===== src/rtl/loanio_uart_tx_multi.sv =====
`default_nettype none
// loanio_uart_tx_multi: independent per-channel byte FIFO + UART frame engine, routed onto HPS loan-I/O pins.
// Rev 1.0
module loanio_uart_tx_multi #(
  parameter int                    CHANNELS   = 3,
  parameter int                    CLK_HZ     = 50000000,
  parameter int                    BAUD       = 115200,
  parameter int                    DATA_BITS  = 8,
  parameter int                    PARITY     = 0,
  parameter int                    STOP_BITS  = 1,
  parameter int                    FIFO_DEPTH = 16,
  parameter logic [7*CHANNELS-1:0] PIN_MAP    = {7'd53, 7'd50, 7'd49}
) (
  input  logic                                         clk_clk,
  input  logic                                         reset_reset,
  input  logic [CHANNELS-1:0]                          wr_valid,
  input  logic [8*CHANNELS-1:0]                        wr_data,
  output logic [CHANNELS-1:0]                          wr_ready,
  output logic [CHANNELS*($clog2(FIFO_DEPTH)+1)-1:0]   fifo_level,
  output logic [CHANNELS-1:0]                          busy,
  output logic [66:0]                                  loan_io_out,
  output logic [66:0]                                  loan_io_oe
);

  localparam int DIV = (CLK_HZ + BAUD / 2) / BAUD;
  localparam int CW  = (DIV < 2) ? 1 : $clog2(DIV);
  localparam int AW  = $clog2(FIFO_DEPTH);
  localparam int LW  = AW + 1;
  localparam int BW  = 3;

  localparam logic [CW-1:0] CNT_TOP  = CW'(DIV - 1);
  localparam logic [BW-1:0] DATA_TOP = BW'(DATA_BITS - 1);
  localparam logic [BW-1:0] STOP_TOP = BW'(STOP_BITS - 1);

  function automatic bit pin_map_ok();
    for (int i = 0; i < CHANNELS; i++) begin
      if (PIN_MAP[7*i +: 7] > 7'd66) return 1'b0;
      for (int j = 0; j < i; j++)
        if (PIN_MAP[7*i +: 7] == PIN_MAP[7*j +: 7]) return 1'b0;
    end
    return 1'b1;
  endfunction

  function automatic logic [66:0] oe_mask();
    logic [66:0] m;
    m = '0;
    for (int i = 0; i < CHANNELS; i++) m[PIN_MAP[7*i +: 7]] = 1'b1;
    return m;
  endfunction

  localparam bit          PIN_OK  = pin_map_ok();
  localparam logic [66:0] OE_MASK = oe_mask();

  generate
    if (DIV < 2) begin : g_bad_div
      $error("loanio_uart_tx_multi: DIV must be at least 2");
    end
    if (CHANNELS < 1 || CHANNELS > 8 || DATA_BITS < 5 || DATA_BITS > 8 ||
        PARITY < 0 || PARITY > 2 || STOP_BITS < 1 || STOP_BITS > 2) begin : g_bad_fmt
      $error("loanio_uart_tx_multi: illegal channel count or frame format");
    end
    if (FIFO_DEPTH < 2 || (FIFO_DEPTH & (FIFO_DEPTH - 1)) != 0) begin : g_bad_depth
      $error("loanio_uart_tx_multi: FIFO_DEPTH must be a power of 2, at least 2");
    end
    if (!PIN_OK) begin : g_bad_pins
      $error("loanio_uart_tx_multi: PIN_MAP indices must be distinct and <= 66");
    end
  endgenerate

  typedef enum logic [2:0] {
    ST_IDLE   = 3'd0,
    ST_START  = 3'd1,
    ST_DATA   = 3'd2,
    ST_PARITY = 3'd3,
    ST_STOP   = 3'd4
  } state_t;

  logic [CHANNELS-1:0] line_all;

  for (genvar c = 0; c < CHANNELS; c++) begin : g_ch
    logic [DATA_BITS-1:0] mem_q [FIFO_DEPTH];
    logic [AW-1:0]        wptr_q, wptr_d, rptr_q, rptr_d;
    logic [LW-1:0]        level_q, level_d;
    logic                 ready_q, ready_d;
    state_t               state_q, state_d;
    logic [CW-1:0]        cnt_q, cnt_d;
    logic [BW-1:0]        bit_q, bit_d;
    logic [DATA_BITS-1:0] shift_q, shift_d;
    logic                 par_q, par_d;
    logic                 line_q, line_d;
    logic                 push, pop;
    logic [DATA_BITS-1:0] head;

    if (DATA_BITS < 8) begin : g_unused_hi
      logic unused_hi;
      assign unused_hi = ^wr_data[8*c+DATA_BITS +: 8-DATA_BITS];
    end

    always_comb begin
      push    = wr_valid[c] & ready_q;
      head    = mem_q[rptr_q];
      pop     = 1'b0;
      state_d = state_q;
      cnt_d   = cnt_q;
      bit_d   = bit_q;
      shift_d = shift_q;
      par_d   = par_q;

      case (state_q)
        ST_IDLE: if (level_q != '0) pop = 1'b1;
        ST_START: begin
          if (cnt_q == '0) begin
            state_d = ST_DATA;
            cnt_d   = CNT_TOP;
            bit_d   = DATA_TOP;
          end else cnt_d = cnt_q - 1'b1;
        end
        ST_DATA: begin
          if (cnt_q == '0) begin
            cnt_d = CNT_TOP;
            if (bit_q == '0) begin
              state_d = (PARITY != 0) ? ST_PARITY : ST_STOP;
              bit_d   = STOP_TOP;
            end else begin
              shift_d = shift_q >> 1;
              bit_d   = bit_q - 1'b1;
            end
          end else cnt_d = cnt_q - 1'b1;
        end
        ST_PARITY: begin
          if (cnt_q == '0) begin
            state_d = ST_STOP;
            cnt_d   = CNT_TOP;
            bit_d   = STOP_TOP;
          end else cnt_d = cnt_q - 1'b1;
        end
        ST_STOP: begin
          // The last stop clock chains straight into the next start bit when data is waiting.
          if (cnt_q == '0) begin
            if (bit_q != '0) begin
              bit_d = bit_q - 1'b1;
              cnt_d = CNT_TOP;
            end else if (level_q != '0) pop = 1'b1;
            else state_d = ST_IDLE;
          end else cnt_d = cnt_q - 1'b1;
        end
        default: state_d = ST_IDLE;
      endcase

      if (pop) begin
        state_d = ST_START;
        cnt_d   = CNT_TOP;
        shift_d = head;
        par_d   = (PARITY == 1) ? ~^head : ^head;
      end

      case (state_q)
        ST_START:  line_d = 1'b0;
        ST_DATA:   line_d = shift_q[0];
        ST_PARITY: line_d = par_q;
        default:   line_d = 1'b1;
      endcase

      wptr_d  = push ? wptr_q + 1'b1 : wptr_q;
      rptr_d  = pop ? rptr_q + 1'b1 : rptr_q;
      level_d = level_q + LW'(push) - LW'(pop);
      // Ready ignores this cycle's pop, so freed space shows up one cycle later.
      ready_d = (level_q + LW'(push)) < LW'(FIFO_DEPTH);
    end

    always_ff @(posedge clk_clk) begin
      if (push) mem_q[wptr_q] <= wr_data[8*c +: DATA_BITS];
    end

    always_ff @(posedge clk_clk) begin
      if (reset_reset) begin
        state_q <= ST_IDLE;
        cnt_q   <= '0;
        bit_q   <= '0;
        shift_q <= '0;
        par_q   <= 1'b0;
        line_q  <= 1'b1;
        wptr_q  <= '0;
        rptr_q  <= '0;
        level_q <= '0;
        ready_q <= 1'b0;
      end else begin
        state_q <= state_d;
        cnt_q   <= cnt_d;
        bit_q   <= bit_d;
        shift_q <= shift_d;
        par_q   <= par_d;
        line_q  <= line_d;
        wptr_q  <= wptr_d;
        rptr_q  <= rptr_d;
        level_q <= level_d;
        ready_q <= ready_d;
      end
    end

    assign line_all[c]               = line_q;
    assign wr_ready[c]               = ready_q;
    assign fifo_level[LW*c +: LW]    = level_q;
    assign busy[c]                   = (state_q != ST_IDLE) || (level_q != '0);
  end

  always_comb begin
    loan_io_out = '0;
    for (int i = 0; i < CHANNELS; i++) loan_io_out[PIN_MAP[7*i +: 7]] = line_all[i];
  end

  assign loan_io_oe = OE_MASK;

endmodule
`default_nettype wire


===== config.mk =====
export PLATFORM = sky130hd
export DESIGN_NAME = loanio_uart_tx_multi
export DESIGN_NICKNAME = d
export VERILOG_FILES = /design/src/rtl/loanio_uart_tx_multi.sv
export SDC_FILE = /design/constraint.sdc
export NUM_CORES = 1
export LEC_CHECK = 0
export ABC_AREA = 1
export CAP_MARGIN = 10
export CORE_ASPECT_RATIO = 1.4
export CORE_MARGIN = 5
export CORE_UTILIZATION = 38
export CTS_CLUSTER_DIAMETER = 200
export DETAILED_ROUTE_END_ITERATION = 7
export SLEW_MARGIN = 20
export SYNTH_ARGS = -nofsm -noshare
export SYNTH_HDL_FRONTEND = slang
export SYNTH_SLANG_ARGS = --single-unit

===== constraint.sdc =====
create_clock -name clk_clk -period 2.5 [get_ports clk_clk]
set_clock_uncertainty 0.2 [all_clocks]
set_input_delay 0.375 -clock clk_clk [delete_from_list [all_inputs] [get_ports clk_clk]]
set_output_delay 0.375 -clock clk_clk [all_outputs]
set_load 0.02 [all_outputs]

Word level (Yosys, flattened, before mapping)
Memories as Yosys holds them, arrays and structs flattened. A register that Yosys moved wholly into a read port is not among the register bits.
Index checks and enable logic that the tools add are counted.
{"block": "classes", "n_eq_ne": 69, "n_reduce_logical": 63, "magnitude_cmp": 3, "muxes": 102, "addsub": 18, "bitwise": 6}
{"op": "two-way mux 3 bit", "n": 39}
{"op": "two-way mux 9 bit", "n": 12}
{"op": "two-way mux 8 bit", "n": 12}
{"op": "inequality test 3 bit (second input constant)", "n": 24}
{"op": "inequality test 2 bit (second input constant)", "n": 30}
{"op": "case mux 9 bit (2 select lines)", "n": 3}
{"op": "AND reduction 8 bit", "n": 6}
{"op": "case mux 3 bit (5 select lines)", "n": 3}
{"op": "case mux 3 bit (4 select lines)", "n": 3}
{"op": "logical NOT 9 bit", "n": 3}
{"op": "nonzero test 3 bit", "n": 9}
{"op": "subtractor 9 x 1 -> 9 bit (second input constant)", "n": 3}
{"op": "adder 4 x 1 -> 4 bit (second input constant)", "n": 6}
{"op": "two-way mux 4 bit", "n": 6}
{"op": "parity 8 bit", "n": 3}
{"op": "== test 3 x 2 -> 1 bit (second input constant)", "n": 6}
{"op": "logical NOT 3 bit", "n": 6}
{"op": "two-way mux 1 bit", "n": 18}
{"op": "AND reduction 6 bit", "n": 3}
{"op": "nonzero test 2 bit", "n": 9}
{"op": "adder 5 x 1 -> 5 bit", "n": 3}
{"op": "< comparator 5 bit (second input constant)", "n": 3}
{"op": "nonzero test 5 bit", "n": 3}
{"op": "subtractor 5 x 1 -> 5 bit", "n": 3}
{"op": "other kinds (14)", "n": 45}
{"block": "totals", "out_inout_bits": 155, "mem_count": 3, "register_bits": 117, "ram_bits": 384, "inputBits": 29}
{"memory": "g_ch[0].mem_q", "words": 16, "word_bits": 8, "rd": 1, "rd_ports_with_merged_regs": 1, "write_ports": 1, "line_no": "81", "text": "logic [DATA_BITS-1:0] mem_q [FIFO_DEPTH];"}
{"memory": "g_ch[1].mem_q", "words": 16, "word_bits": 8, "rd": 1, "rd_ports_with_merged_regs": 1, "write_ports": 1, "line_no": "81"}
{"memory": "g_ch[2].mem_q", "words": 16, "word_bits": 8, "rd": 1, "rd_ports_with_merged_regs": 1, "write_ports": 1, "line_no": "81"}

Depth between registers and ports, before layout
{"block": "logic_depth", "depth_word": 7, "mapped_depth": 19}

Least setup slack after synthesis
No wires, ideal clock.
{"block": "synth_timing", "path_type": "register to register", "startpoint": "reg g_ch[1].cnt_q[0]", "endpoint": "reg g_ch[1].level_q[4]", "path_buffers": 1, "t_arrival_ns": 2.045, "slack_ns": 0.199, "path_stages_with_launch": 16, "synth_period_minus_slack_ns": 2.301, "required_ns": 2.243, "path_cell_list": "dfxtp_1 > inv_1 > ha_1 > inv_1 > nor4_4 > nand2_2 > a21oi_4 > inv_2 > buf_6 > nor2_8 > ha_1 > nand2_1 > nor2_1 > xor2_1 > nand2_1 > inv_1"}
{"block": "synth_via", "elab_chain_len": 4}
{"element": "start: declaration", "line_no": "86", "text": "logic [CW-1:0] cnt_q, cnt_d;"}
{"element": "start signal: assignment", "line_no": "189", "text": "cnt_q <= cnt_d;"}
{"element": "logical NOT 9 bit", "line_no": "139", "text": "if (cnt_q == '0) begin"}
{"element": "two-way mux 1 bit", "line_no": "139"}
{"element": "case mux 1 bit (2 select lines)", "line_no": "109", "text": "case (state_q)"}
{"element": "subtractor 5 x 1 -> 5 bit", "line_no": "166", "text": "level_d = level_q + LW'(push) - LW'(pop);"}
{"element": "end signal: assignment", "line_no": "196", "text": "level_q <= level_d;"}
{"element": "end: declaration", "line_no": "83", "text": "logic [LW-1:0] level_q, level_d;"}
No other way between the ends.
A chain may end at the register's enable or synchronous reset.

==> results.md <==
* Hold Buf Count CTS at 0
* Starting DRT DRC Count at 1,146
* Grt total ovfl at 0
* Worst Hold Class: in -> reg
* Number of global-route vias before repair at 16,600
* Dpl cells at 3,473
* DRT Wirelength at 53.8 mm
* RSZ-0062 raised after global routing: true
* Most numerous cell in the Yosys netlist: nand2_1
* Dpl ws at 28.5 ps
* Reg clk slew, reported paths at 60 ps
* Final Hold Fails at 0
* Leak at 0.0114 uW
* Die X at 222 um
* Hold path depth at 4
* Post-synth EDFFs at 384
* Via count at 16,900
* Met3 Wirelength at 2.46 mm
* Core region area at 62,200 um^2
* Flops & latches, synth at 513
* Period utilization at 100%
* Number of remaining DRC errors at 0
* Synth area leaders: edfxtp_1, nand2_1, dfxtp_1, nand3_1, inv_1
* Top layer in use: met4
* Post-DR vias/cell at 4.73
* HPWL Detailed at 36.2 mm
* CTS tree: yes
* WL/cell at 15.1 um
* Setup crit end kind: output port
* Reg2reg end: g_ch[1].level_q[4]$_SDFF_PP0_
* Clock Path Buffers at 3
* WS Path Type: reg -> out
* Worst Hold Endpoint: g_ch[0].cnt_q[0]$_SDFFE_PP0P_
* Root buf cell: clkbuf_16
* GPL Wtd Cong at 0.837
* Number of antenna violations at the first check in global routing at 0
* Routed Antenna Nets at 0
* Die Ht at 307 um
* HP Start: reset_reset
* Top-area cell type share of the netlist area at 48.2%
* Max Slew Vio Count at 0
* R2R Setup Slk at 150 ps
* Num ports at 184
* Buffers added on ports at 52
* Syn avg cell area at 9.24 um^2
* Synth Cell Area at 23,900 um^2
* Post-synthesis sequential area ratio at 59.1%
* Setup violations, final at 1
* Cell variety after synth at 48
* Worst-skew pair later-pin latency at 610 ps
* Layout Nets at 2,770
* Failing checks: negative setup slack
* Least-Margin Pin Slew at 800 ps
* P per Cell Area at 1090 nW/um^2
* Critical path data arrival time at 1930 ps
* First-pass GRT wire length at 85.7 mm
* Setup ws final at -5.59 ps
* # rows at 108
* DRT Pass-1 Iters at 5
* Initial Utilization at 38.4%
* Peak supply drop at 0.781 mV
* Final antenna diode count at 0
* DRT met1 WL at 21.8 mm
* Top FF cell, synth: edfxtp_1
* Max Fanout on Critical Path at 4
* Share of post-route cells with drive strength above 1 at 8.63%
* Post-layout minimum cycle time at 2510 ps
* Synth-to-layout area growth at 13.6%
* Worst r2r src: g_ch[1].cnt_q[5]$_SDFFE_PP0P_
* Largest net degree at the start of global routing at 66
* Total CTS buffers at 51
* Worst r2r path cells at 14
* Overall Global Routing Usage at 15.3%
* Final non-filler cell total at 3,571
* Die area at 68,100 um^2
* Fmax at 0.399 GHz
* Metal2 WL at 27.4 mm
* Post-synth top cells: nand2_1, edfxtp_1, inv_1, nand3_1, nor2_1
* CP Launch Type: flop
* H-tree level count at 2
* Status: complete, but fails checks
* Max-Cap Viols at 0
* Worst path required time at 1920 ps
* Worst slew margin at 46.6%
* Clk sinks at 513
* Synthesized instance count at 2,587
* Leading area contributor after synthesis: edfxtp_1
* Syn. warnings at 0
* # fillers at 5,941
* Ys async rst share at 0%
[stage by stage]
step / instance area, um^2 / TNS (ps) / power, uW / hold WS (ps) / util (%)
finish: 27100 / -5.59 / 29500 / 208 / 43.7
global route: 27100 / -242 / 31600 / 248 / 43.7
CTS: 27100 / -117 / 29600 / 185 / 43.5
detailed placement: 25400 / 0 / 21900 / 247 / 40.8
global placement: 25400 / 0 / 21500 / 235 / 40.8
floorplan: 24400 / 0 / 18900 / 222 / -
[registers in the layout, indices dropped and copies added, names as in the netlist, named ones only]
signal / flops
g_ch.cnt_q: 27
g_ch.bit_q: 9
g_ch.level_q: 15
g_ch.line_q: 3
g_ch.par_q: 3
g_ch.wptr_q: 12
g_ch.state_q: 9
g_ch.ready_q: 3
g_ch.shift_q: 24
g_ch.mem_q: 384
g_ch.rptr_q: 12
[cells by family after synthesis]
kind of cell / after synthesis / synth area share [%]
other: 2 / 0.0314
flip-flops: 513 / 59.1
buffers and inverters: 527 / 11.0
XOR/XNOR: 25 / 0.916
AND/OR/NAND/NOR: 1268 / 21.9
AO/OA/AOI/OAI: 215 / 5.16
adder cells (fa/ha/maj): 37 / 1.94
[cell usage in the layout, fill, tap and decap left out, types with 53 or more instances in the layout]
master / count
nand3_1: 242
edfxtp_1: 384
a21oi_1: 83
o21ai_0: 70
buf_4: 99
nand2_1: 759
conb_1: 131
nor2_1: 207
clkbuf_16: 53
dfxtp_1: 122
inv_1: 286
[where the power goes]
group	internal [uW]	switching, uW	total [uW]
Combinational	3950	7410	11400
Clock	4360	3260	7620
Sequential	9910	571	10500
Total	18200	11200	29500
[per-layer routing]
metal / vias to the layer above / global-route usage [%]
li1: 8390 / -
met2: 404 / 27.9
met1: 7990 / 18.1
met5: - / 0
met4: 0 / 6.55
met3: 116 / 1.98
[critical path, cell delays in order (launching register included)]
cell	delay, ps
dfxtp_2	340
nor2_4	120
nand2_2	80
nor4_4	280
nand2_2	120
a21oi_4	140
inv_2	60
nand2_2	70
buf_6	120
[area by class of cell]
class,instances,area [um^2],share of cell area [%]
flip-flops and latches,513,14100,52.0
multi-input cells,1676,7690,28.3
repair buffers,162,1490,5.47
clock buffers,70,1440,5.30
inverters,300,1130,4.17
well taps,825,1030,3.80
clock inverters,25,244,0.899
[repair_timing]
action / in CTS / in global routing
setup buffers: 1 / 1
pin swaps: 6 / 2
gates resized for setup: 19 / 14
gates cloned: 0 / 1
endpoints found under the setup margin: 3 / 12
endpoints found under the hold margin: 0 / 0
[worst max path at each step]
stage | startpoint | end | cells after the start
after floorplan | g_ch[1].cnt_q[0]$_SDFFE_PP0P_ | g_ch[1].level_q[4]$_SDFF_PP0_ | 15
after global placement | g_ch[1].cnt_q[0]$_SDFFE_PP0P_ | busy[1] | 9
after detailed placement | g_ch[2].cnt_q[0]$_SDFFE_PP0P_ | busy[2] | 9
after CTS | g_ch[1].cnt_q[5]$_SDFFE_PP0P_ | busy[1] | 8
after global routing | g_ch[2].cnt_q[0]$_SDFFE_PP0P_ | busy[2] | 9
final | g_ch[1].cnt_q[5]$_SDFFE_PP0P_ | busy[1] | 8
Power figures use the tool's default switching activity.
